==> config.mk <==
export PLATFORM = sky130hd
export DESIGN_NAME = huff_decoder
export DESIGN_NICKNAME = d
export VERILOG_FILES = /design/src/rtl/huff_pkg.sv /design/src/rtl/huff_code_match.sv /design/src/rtl/huff_decoder.sv
export SDC_FILE = /design/constraint.sdc
export NUM_CORES = 1
export LEC_CHECK = 0
export BUFFER_PORTS_ARGS = -buffer_cell sky130_fd_sc_hd__buf_2
export CAP_MARGIN = 40
export CORE_MARGIN = 2
export CORE_UTILIZATION = 47
export CTS_CLUSTER_SIZE = 24
export DETAILED_ROUTE_END_ITERATION = 8
export PLACE_DENSITY = 0.78
export REMOVE_ABC_BUFFERS = 1
export SLEW_MARGIN = 20
export SYNTH_ARGS = -nofsm -noshare
export SYNTH_HDL_FRONTEND = slang
export SYNTH_SLANG_ARGS = --single-unit
export TNS_END_PERCENT = 20
==> constraint.sdc <==
create_clock -name clk -period 2.6 [get_ports clk]
set_clock_uncertainty 0.2 [all_clocks]
set_input_delay 0.26 -clock clk [delete_from_list [all_inputs] [get_ports clk]]
set_output_delay 0.26 -clock clk [all_outputs]
set_load 0.03 [all_outputs]
==> src/rtl/huff_pkg.sv <==
// Shared types and helpers for the Huffman bitstream decoder.
// Holds the decoder state encoding, table size and mask popcount helper.
package huff_pkg;

  typedef enum logic [1:0] {SHIFT, EMIT, DONE, ERR} dec_state_t;

  localparam int unsigned NUM_SYM    = 6;
  localparam int unsigned CODE_W_DEF = 8;

  function automatic int unsigned popcount(input logic [31:0] v);
    int unsigned n;
    n = 0;
    for (int unsigned i = 0; i < 32; i++) begin
      n += {31'b0, v[0]};
      v = v >> 1;
    end
    return n;
  endfunction

endpackage

==> src/rtl/huff_code_match.sv <==
// Combinational codeword matcher: compares the freshly shifted bits against
// the six HC/M table entries; lowest matching index wins.
module huff_code_match
  import huff_pkg::*;
#(
  parameter int unsigned CODE_W = CODE_W_DEF,
  parameter int unsigned LEN_W  = $clog2(CODE_W + 1)
) (
  input  logic [CODE_W-1:0]              shreg_new,
  input  logic [LEN_W-1:0]               len_new,
  input  logic [NUM_SYM-1:0][CODE_W-1:0] hc,
  input  logic [NUM_SYM-1:0][CODE_W-1:0] m,
  output logic                           hit,
  output logic [2:0]                     hit_idx
);

  logic [NUM_SYM-1:0]      match;
  logic [NUM_SYM:0][2:0]   idx_chain;

  assign idx_chain[NUM_SYM] = '0;

  // A zero-length mask can never equal a non-zero length, so it never hits.
  for (genvar k = 0; k < NUM_SYM; k++) begin : g_ent
    assign match[k] = (len_new != '0) &&
                      (popcount(32'(m[k])) == 32'(len_new)) &&
                      ((shreg_new & m[k]) == (hc[k] & m[k]));
    assign idx_chain[k] = match[k] ? 3'(k + 1) : idx_chain[k + 1];
  end

  assign hit     = |match;
  assign hit_idx = idx_chain[0];

endmodule

==> src/rtl/huff_decoder.sv <==
// Huffman bitstream decoder: serial code bits in, gray symbols 1..6 out.
// Optional HUFF_DEC_HIST_CHECK_EN adds per-symbol histogram check vs EXP1..EXP6.
module huff_decoder
  import huff_pkg::*;
#(
  parameter int unsigned NUM_SYMBOLS = 100,
  parameter int unsigned CODE_W      = CODE_W_DEF
) (
  input  logic              clk,
  input  logic              reset,
  input  logic              bit_valid,
  input  logic              bit_data,
  output logic              bit_ready,
  input  logic [CODE_W-1:0] HC1,
  input  logic [CODE_W-1:0] HC2,
  input  logic [CODE_W-1:0] HC3,
  input  logic [CODE_W-1:0] HC4,
  input  logic [CODE_W-1:0] HC5,
  input  logic [CODE_W-1:0] HC6,
  input  logic [CODE_W-1:0] M1,
  input  logic [CODE_W-1:0] M2,
  input  logic [CODE_W-1:0] M3,
  input  logic [CODE_W-1:0] M4,
  input  logic [CODE_W-1:0] M5,
  input  logic [CODE_W-1:0] M6,
`ifdef HUFF_DEC_HIST_CHECK_EN
  input  logic [7:0]        EXP1,
  input  logic [7:0]        EXP2,
  input  logic [7:0]        EXP3,
  input  logic [7:0]        EXP4,
  input  logic [7:0]        EXP5,
  input  logic [7:0]        EXP6,
  output logic              hist_err,
`endif
  output logic              gray_valid,
  output logic [7:0]        gray_data,
  input  logic              gray_ready,
  output logic              dec_end,
  output logic              dec_err
);

  localparam int unsigned LEN_W = $clog2(CODE_W + 1);

  dec_state_t state, state_nxt;

  // The MSB of the shift register is always shifted out before it is read,
  // so only CODE_W-1 bits are stored; the matcher sees the full CODE_W bits.
  logic [CODE_W-2:0]             shreg;
  logic [CODE_W-1:0]             shreg_new;
  logic [LEN_W-1:0]              len, len_new;
  logic [7:0]                    sym_cnt;
  logic                          hit, bit_xfer, gray_xfer, last_sym;
  logic [2:0]                    hit_idx;
  logic [NUM_SYM-1:0][CODE_W-1:0] hc_tab, m_tab;

  assign hc_tab = {HC6, HC5, HC4, HC3, HC2, HC1};
  assign m_tab  = {M6, M5, M4, M3, M2, M1};

  assign shreg_new = {shreg, bit_data};
  assign len_new   = len + LEN_W'(1);
  assign bit_xfer  = bit_valid && (state == SHIFT);
  assign gray_xfer = gray_ready && (state == EMIT);
  assign last_sym  = (sym_cnt + 8'd1) == 8'(NUM_SYMBOLS);

  assign bit_ready  = reset && (state == SHIFT);
  assign gray_valid = (state == EMIT);
  assign dec_end    = (state == DONE);
  assign dec_err    = (state == ERR);

  huff_code_match #(
    .CODE_W (CODE_W),
    .LEN_W  (LEN_W)
  ) u_match (
    .shreg_new (shreg_new),
    .len_new   (len_new),
    .hc        (hc_tab),
    .m         (m_tab),
    .hit       (hit),
    .hit_idx   (hit_idx)
  );

  always_ff @(posedge clk or negedge reset) begin
    if (!reset) state <= SHIFT;
    else        state <= state_nxt;
  end

  always_comb begin
    state_nxt = state;
    unique case (state)
      SHIFT: begin
        if (bit_xfer) begin
          if (hit)                             state_nxt = EMIT;
          else if (len_new == LEN_W'(CODE_W))  state_nxt = ERR;
        end
      end
      EMIT: begin
        if (gray_xfer) state_nxt = last_sym ? DONE : SHIFT;
      end
      DONE:    state_nxt = DONE;
      ERR:     state_nxt = ERR;
      default: state_nxt = SHIFT;
    endcase
  end

  always_ff @(posedge clk or negedge reset) begin
    if (!reset) begin
      shreg     <= '0;
      len       <= '0;
      sym_cnt   <= '0;
      gray_data <= '0;
    end else begin
      if (bit_xfer) begin
        if (hit) begin
          shreg     <= '0;
          len       <= '0;
          gray_data <= {5'b0, hit_idx};
        end else begin
          shreg <= shreg_new[CODE_W-2:0];
          len   <= len_new;
        end
      end
      if (gray_xfer) sym_cnt <= sym_cnt + 8'd1;
    end
  end

`ifdef HUFF_DEC_HIST_CHECK_EN
  logic [NUM_SYM-1:0][7:0] exp_tab, hist_cnt, hist_nxt;
  logic [NUM_SYM-1:0]      hist_sel, hist_ne;

  assign exp_tab = {EXP6, EXP5, EXP4, EXP3, EXP2, EXP1};

  // Compare against the post-increment counts so the final symbol is included.
  for (genvar k = 0; k < NUM_SYM; k++) begin : g_hist
    assign hist_sel[k] = gray_xfer && (gray_data == 8'(k + 1));
    assign hist_nxt[k] = hist_cnt[k] + {7'b0, hist_sel[k]};
    assign hist_ne[k]  = (hist_nxt[k] != exp_tab[k]);
  end

  always_ff @(posedge clk or negedge reset) begin
    if (!reset) begin
      hist_cnt <= '0;
      hist_err <= 1'b0;
    end else begin
      hist_cnt <= hist_nxt;
      if (gray_xfer && last_sym && (|hist_ne)) hist_err <= 1'b1;
    end
  end
`endif

endmodule

==> results of run 1 <==
==> per-stage QoR <==
step	total power (µW)	util [%]	hold slack, ps
2_1_floorplan	2350	-	-236
3_3_place_gp	3120	61.0	60.8
3_5_place_dp	3230	61.0	56.8
4_1_cts	3660	64.6	144
5_1_grt	4150	65.9	168
6_report	3830	65.9	140
==> registers in the layout (all words and copies together) (netlist names) <==
register / count
gray_data: 3
sym_cnt: 8
len: 4
shreg: 7
state: 2
==> area by class of cell <==
type	instances	area [µm²]
Inverter	69	259
Tap cell	99	124
Timing Repair Buffer	161	998
Multi-Input combinational cell	287	2690
Clock buffer	4	55.1
Sequential cell	24	601
Fill cell	559	2450
==> per-layer routing <==
layer	wire length, µm	share of wire (%)
met3	690	7.0
met1	3740	38
met4	431	4.3
met2	5050	51
met5	0	0
==> Yosys cell counts (all sizes together) <==
library cell / count
a21boi: 1
a31o: 1
nor2: 7
nor4: 1
nand2: 32
buf: 15
nor3: 10
mux2: 2
a22oi: 13
or2: 1
a21oi: 5
or4: 1
and2: 2
o2111ai: 2
conb: 1
o21ai: 15
xnor2: 17
fa: 24
o31ai: 1
a222oi: 5
and3: 1
a211oi: 6
a21o: 1
a31oi: 2
o21bai: 2
nand3: 14
o22ai: 4
o22a: 2
ha: 26
mux2i: 1
inv: 69
nand4: 3
dfrtp: 24
and4: 2
clkbuf: 3
nor2b: 6
xor2: 71
==> worst max-delay path: stages <==
cell and delay (ps):
buf_2 120, ha_4 250, inv_2 30, fa_1 490, fa_1 430, fa_2 370, inv_2 60, fa_1 430
xor2_1 170, a211oi_2 170, o2111ai_2 150, nor3_2 170, buf_4 160, nor3_4 60, a21oi_2 140, mux2_2 340
==> power groups by stage <==
stage                     registers (µW)  logic (µW)  clock network (µW)
after global routing                 821        3050                 273
after detailed placement             797        2430                   0
after global placement               784        2340                   0
after floorplan                      797        1560                   0
final                                799        2780                 250
after CTS                            789        2620                 254
==> worst max path at each step <==
stage | startpoint | end
2_1_floorplan | M6[0] | gray_data[0]$_DFFE_PN0P_
3_3_place_gp | M4[0] | gray_data[0]$_DFFE_PN0P_
3_5_place_dp | M6[0] | gray_data[0]$_DFFE_PN0P_
4_1_cts | M4[0] | gray_data[0]$_DFFE_PN0P_
5_1_grt | M5[0] | len[3]$_DFFE_PN0P_
6_report | M3[0] | gray_data[0]$_DFFE_PN0P_
==> kinds of logic (layout without fill, tap and decap cells) <==
logic type / Yosys count / after routing / share of synthesized area [%]
xor+xnor: 88 / 88 / 23.2
buf+inv: 87 / 234 / 10.4
simple gates: 80 / 81 / 12.5
compound gates: 60 / 60 / 12.0
fa+ha+maj: 50 / 50 / 23.4
flops: 24 / 24 / 17.5
mux: 3 / 3 / 0.946
other cells: 1 / 5 / 0.109
==> what timing repair did <==
item,4_1_cts,5_1_grt
buffers inserted,6,0
gates cloned,1,0
hold buffers,1,0
hold endpoints to repair,24,0
pin swaps,21,3
endpoints found under the setup margin,16,16
resized for setup,38,21
==> reports/metrics.cfg, run 1 <==
[floorplan]
die_w_um=89.5
ios=113
initial_utilization_pct=47.9
die_h_um=89.5
core_mm2=0.00718
fp-row-count=31
dieArea_mm2=0.00802

[setup_path]
timing.rr.start=len[0]$_DFFE_PN0P_
reg2reg_slack_ps=-170
end_kind=flop
reg2reg_to=len[3]$_DFFE_PN0P_
r2r_cells=11
cp_max_fo=4
required_ps=2560
worst-setup-path-type=input pin to flop
crit_arrival_ps=3820
start_kind=input pin

[outcome]
outcome=complete, but fails checks
violations=setup timing

[global_route]
grt_max_degree=26
grt_pass1_vias=3550
grt_pass1_wl_um=15500
met3_usage_pct=3.60
grt_usage_pct=25.5
top_usage_layer=met2
antenna_found_initial=0
grt-ovfl-total=0
grt_util_met2_pct=51.4
met1_usage_pct=25.4

[power_and_ir_drop]
power.density_mw_per_mm2=809
swShare_pct=49.5
p_switching_uw=1890
p_seq_share_pct=20.9
p_comb_share_pct=72.6
clkPwrFrac_pct=6.5
intPower_uw=1930
p_leak_uw=0.00250
peakVddDrop_v=0.000513

[timing]
tightest_slew_ps=589
setup_viol=16
finalMaxSlewViolations=0
fin_crit_sh_pct=149
min_period_ps=3860
relSlewSlack_pct=60.7
hold_viol=0
fmax_mhz=259
setup_ws_ps=-1260
rsz0062_at_grt=true
setup_tns_ps=-18430

[placement]
gp_congestion=0.878
dp_cells=633
placed_cell_area_mm2=0.00438
port-buffer-count=107
dp_slack_ps=-1690
place_hpwl_um=7880

[run]
cap_violations=0

[clocking]
clock_latency_ps=260
cts_max_path_buffers=2
clk_pin_slew_ps=80
cts_tree=built
cts_buffers=3
root_buffer=clkbuf_8
htreeDepth=1
clock-sinks=24

[synth]
netlist_area_mm2=0.00344
yosys-top-cells-area=xor2_1 18%, dfrtp_1 17%, fa_1 14%, ha_1 9.5%, inv_1 7.5%
synth_top_area_share_pct=17.8
avgSynthCellArea_um2=8.75
yosysTopAreaCell=xor2_1
synth_warnings=0
synth_seq_cells=24
synth_cell_types=45
synthCells=393
ys_seq_area_share_pct=17.5

[detailed_routing]
drcViolationCount=0
drtIter0Drc=166
viasPerCell=5.07
dr_total_vias=3262
final_antenna_net_count=0
drt_first_pass_iters=4
wirelength_um=9910
post_drt_wl_per_cell_um=15.4

[hold_path]
hold_path_class=input pin to flop
whs_endpoint=sym_cnt[2]$_DFFE_PN0P_
hold_start=gray_ready
min_path_cells=3

[finish]
area_growth_pct=37.5
drive_above_1_share_pct=39.4
layout.nets=697
layout_commonest_cell=buf_2
final_area_mm2=0.00473
antenna_cells=0
mostFrequentLayoutCells=100 x buf_2, 70 x xor2_1, 60 x inv_1, 51 x buf_4, 31 x nand2_1
final_cells=644

Note: power is estimated with default switching activity, not from simulation.
==> run 2, diff against run 1 <==
--- a/config.mk
+++ b/config.mk
@@ -5,13 +5,14 @@
 export SDC_FILE = /design/constraint.sdc
 export NUM_CORES = 1
 export LEC_CHECK = 0
+export ABC_AREA = 1
 export BUFFER_PORTS_ARGS = -buffer_cell sky130_fd_sc_hd__buf_2
 export CAP_MARGIN = 40
 export CORE_MARGIN = 2
-export CORE_UTILIZATION = 47
+export CORE_UTILIZATION = 49
 export CTS_CLUSTER_SIZE = 24
 export DETAILED_ROUTE_END_ITERATION = 8
-export PLACE_DENSITY = 0.78
+export PLACE_DENSITY = 0.79
 export REMOVE_ABC_BUFFERS = 1
 export SLEW_MARGIN = 20
 export SYNTH_ARGS = -nofsm -noshare
==> run 2 against run 1 <==
Compared with the run above: the flow still finishes with violations (setup timing); routed wire length rose by 11%; maximum frequency is 4.6% higher; first-iteration DRC count increased by 17%; largest cell class unchanged; register-to-register slack gained 200 ps; global-route usage down 0.11 points; die area up 8.9%; largest power group unchanged; worst hold slack improved by 37 ps; synthesized cell count rose by 68%; count of clock-buffer cells in the layout unchanged.
==> reports/metrics.cfg, run 2 <==
[setup_path]
reg2reg_slack_ps=30  ; +200 ps
cp.depth=22  ; +6
worst-setup-path-type=input pin to flop
endpoint=len[0]$_DFFE_PN0P_
timing.rr.start=len[1]$_DFFE_PN0P_
cpMostUsedCell=fa_1
reg2reg_to=state[1]$_DFFE_PN0P_
cpLargestDelayFamily=adder cells
cp_num_buf_inv=6  ; +2
r2r_cells=16  ; +5
max_stage_delay_ps=550  ; +60 ps
slowest_stage=fa_1
cp_max_fo=8  ; +4
crit_arrival_ps=3690  ; -130 ps
end_kind=flop
path_cells=buf_6, inv_2, fa_1, fa_1, fa_1, inv_1, ha_2, inv_2, fa_1, nand2_1, inv_1, nor2_1, nand2_1, nor2_1, nand2_1, nor2_2, nand2_2, nand3_2, nor2_4, buf_6, nand3_2, o21ai_1
critPathLaunch=M6[0]
required_ps=2600  ; +40 ps
start_kind=input pin

[timing]
relSlewSlack_pct=51.3  ; -9.4 points
tightest_slew_ps=729  ; +140 ps
min_period_ps=3690  ; -170 ps
hold_viol=0  ; unchanged
finalMaxSlewViolations=0  ; unchanged
setup_ws_ps=-1090  ; +170 ps
rsz0062_at_grt=true
setup_viol=16  ; unchanged
fmax_mhz=271  ; +4.6%
fin_crit_sh_pct=142  ; -6.5 points

[detailed_routing]
drcViolationCount=0  ; unchanged
dr_total_vias=4387  ; +34%
wirelength_um=11000  ; +11%
final_antenna_net_count=0  ; unchanged
drt_first_pass_iters=5  ; +1
drtIter0Drc=194  ; +17%
viasPerCell=4.88  ; -3.7%
post_drt_wl_per_cell_um=12.3  ; -20%

[synth]
synth_top_family_by_area=simple AND/OR/NAND/NOR gates
synthTopCellsByCount=194 x nand2_1, 135 x inv_1, 101 x nor2_1, 58 x nand3_1
synthMuxAreaShare_pct=0.574  ; -0.37 points
avgSynthCellArea_um2=5.95  ; -32%
yosys-top-cells-area=nand2_1 19%, dfrtp_1 15%, inv_1 13%, fa_1 12%, nor2_1 9.7%
synthCells=659  ; +68%
synth.most_common_cell=nand2_1
synthSimpleGateAreaFrac_pct=38.6  ; +26 points
async_flop_share_pct=100  ; unchanged
synth_top_flop_cell=dfrtp_1
synth_compound_area_share_pct=5.87  ; -6.1 points
synth_seq_cells=24  ; unchanged
synth_xor_area_share_pct=3.13  ; -20 points
ys_seq_area_share_pct=15.3  ; -2.1 points
yosysTopAreaCell=nand2_1
synth_top_area_share_pct=18.6  ; +0.75 points
synth_cell_types=30  ; -33%
synth-edff-count=0  ; unchanged
synthAdderAreaFrac_pct=20.5  ; -2.9 points
synth_warnings=0  ; unchanged
netlist_area_mm2=0.00392  ; +14%

[clocking]
cts_tree=built
clock-sinks=24  ; unchanged
cts_buffers=3  ; unchanged
htreeDepth=1  ; unchanged
clk_pin_slew_ps=90  ; about the same
cts_max_path_buffers=2  ; unchanged
clock_latency_ps=280  ; +20 ps
root_buffer=clkbuf_8

[placement]
dp_cells=890  ; +41%
dp_slack_ps=-1520  ; +166 ps
gp_congestion=0.854  ; -2.7%
placed_cell_area_mm2=0.00476  ; +8.8%
port-buffer-count=107  ; unchanged
place_hpwl_um=8830  ; +12%

[floorplan]
die_w_um=93.5  ; +4.4%
core_mm2=0.00773  ; +7.7%
die_h_um=93.5  ; +4.4%
initial_utilization_pct=50.7  ; +2.8 points
fp-row-count=32  ; +3.2%
dieArea_mm2=0.00873  ; +8.9%
ios=113  ; unchanged

[power_and_ir_drop]
p_leak_uw=0.00311  ; +25%
peakVddDrop_v=0.000183  ; -64%
power_uw=1480  ; -61%
power.density_mw_per_mm2=296  ; -63%

[global_route]
grt_max_degree=25  ; -3.8%
grt_pass1_wl_um=17900  ; +15%
grt_usage_pct=25.4  ; -0.11 points
grt_pass1_vias=4164  ; +17%
antenna_found_initial=0  ; unchanged
grt-ovfl-total=0  ; unchanged

[finish]
final_cells=899  ; +40%
area_growth_pct=27.5
layout_commonest_cell=nand2_1
regMostFlops=sym_cnt
antenna_cells=0  ; unchanged
largest_reg_flops=8  ; unchanged
drive_above_1_share_pct=23.8  ; -16 points
n_fill_cell=687  ; +23%
reg_top3=sym_cnt x8, shreg x7, len x4
multi_input_area_mm2=0.00282  ; +4.6%
layout.nets=949  ; +36%
final_area_mm2=0.00500  ; +5.7%
seq_area_um2=601  ; unchanged
mostFrequentLayoutCells=192 x nand2_1, 128 x inv_1, 102 x buf_2, 97 x nor2_1, 50 x nand3_1

[run]
cap_violations=0  ; unchanged

[outcome]
violations=setup timing
outcome=complete, but fails checks

[hold_path]
hold_path_class=input pin to flop

-- run 2: changes by cell type after synthesis, sizes merged, moves of 9 or more --
cell and change:
xor2 -66, o21ai +11, nor2 +96, nand3 +45, a21oi +9, a22oi -13, inv +66, nand2 +165
-- run 2: worst min-delay path: cells and delay by family --
kind	cells	cell delay, ps
buffers and inverters	1	120
and+or+nand+nor	4	250
-- run 2: report_power, final --
group,total [µW],internal (µW),switching (µW)
clock network,266,136,131
logic,843,397,446
registers,373,373,0
-- run 2: logic make-up after synthesis --
| kind of cell | Yosys count |
|---|---|
| xor+xnor | 14 |
| buf+inv | 154 |
| flops | 24 |
| simple gates | 370 |
| compound gates | 44 |
| mux | 2 |
| other cells | 1 |
| fa+ha+maj | 50 |
-- run 2: routing by layer --
metal | routed length, µm | track usage, % | up-vias
met5 | 0 | 0 | -
met4 | 215 | 8.95 | 0
met3 | 740 | 2.50 | 22
met2 | 5490 | 46.8 | 144
met1 | 4600 | 30.3 | 1970
li1 | - | - | 2251
-- run 2: worst min-delay path by stage --
stage | from | to | cells past startpoint
global placement | reset | gray_data[2]$_DFFE_PN0P_ | 2
CTS | bit_valid | state[1]$_DFFE_PN0P_ | 5
global route | bit_valid | state[1]$_DFFE_PN0P_ | 5
detailed placement | reset | gray_data[2]$_DFFE_PN0P_ | 2
finish | bit_valid | state[1]$_DFFE_PN0P_ | 5
floorplan | reset | gray_data[0]$_DFFE_PN0P_ | 0
-- run 2: cell type report --
cell class              count  share of cell area [%]
repair buffers            149                    17.9
multi-input cells         485                    56.3
clock buffers               4                    1.10
well taps                 102                    2.55
inverters                 135                    10.1
flip-flops and latches     24                    12.0
-- run 2: through the flow --
stage	setup TNS (ps)	util (%)	hold WS [ps]
2_1_floorplan	-16520	-	-236
3_3_place_gp	-20810	61.6	84.3
3_5_place_dp	-22250	61.6	84.6
4_1_cts	-16130	63.5	164
5_1_grt	-19600	64.7	194
6_report	-16680	64.7	178
-- run 2: repair_timing --
| action | CTS | global route |
|---|---|---|
| hold buffers | 1 | 0 |
| setup buffers | 3 | 1 |
| endpoints found under the setup margin | 16 | 16 |
| pin swaps | 6 | 15 |
| resized for setup | 20 | 26 |
| endpoints found under the hold margin | 24 | 0 |
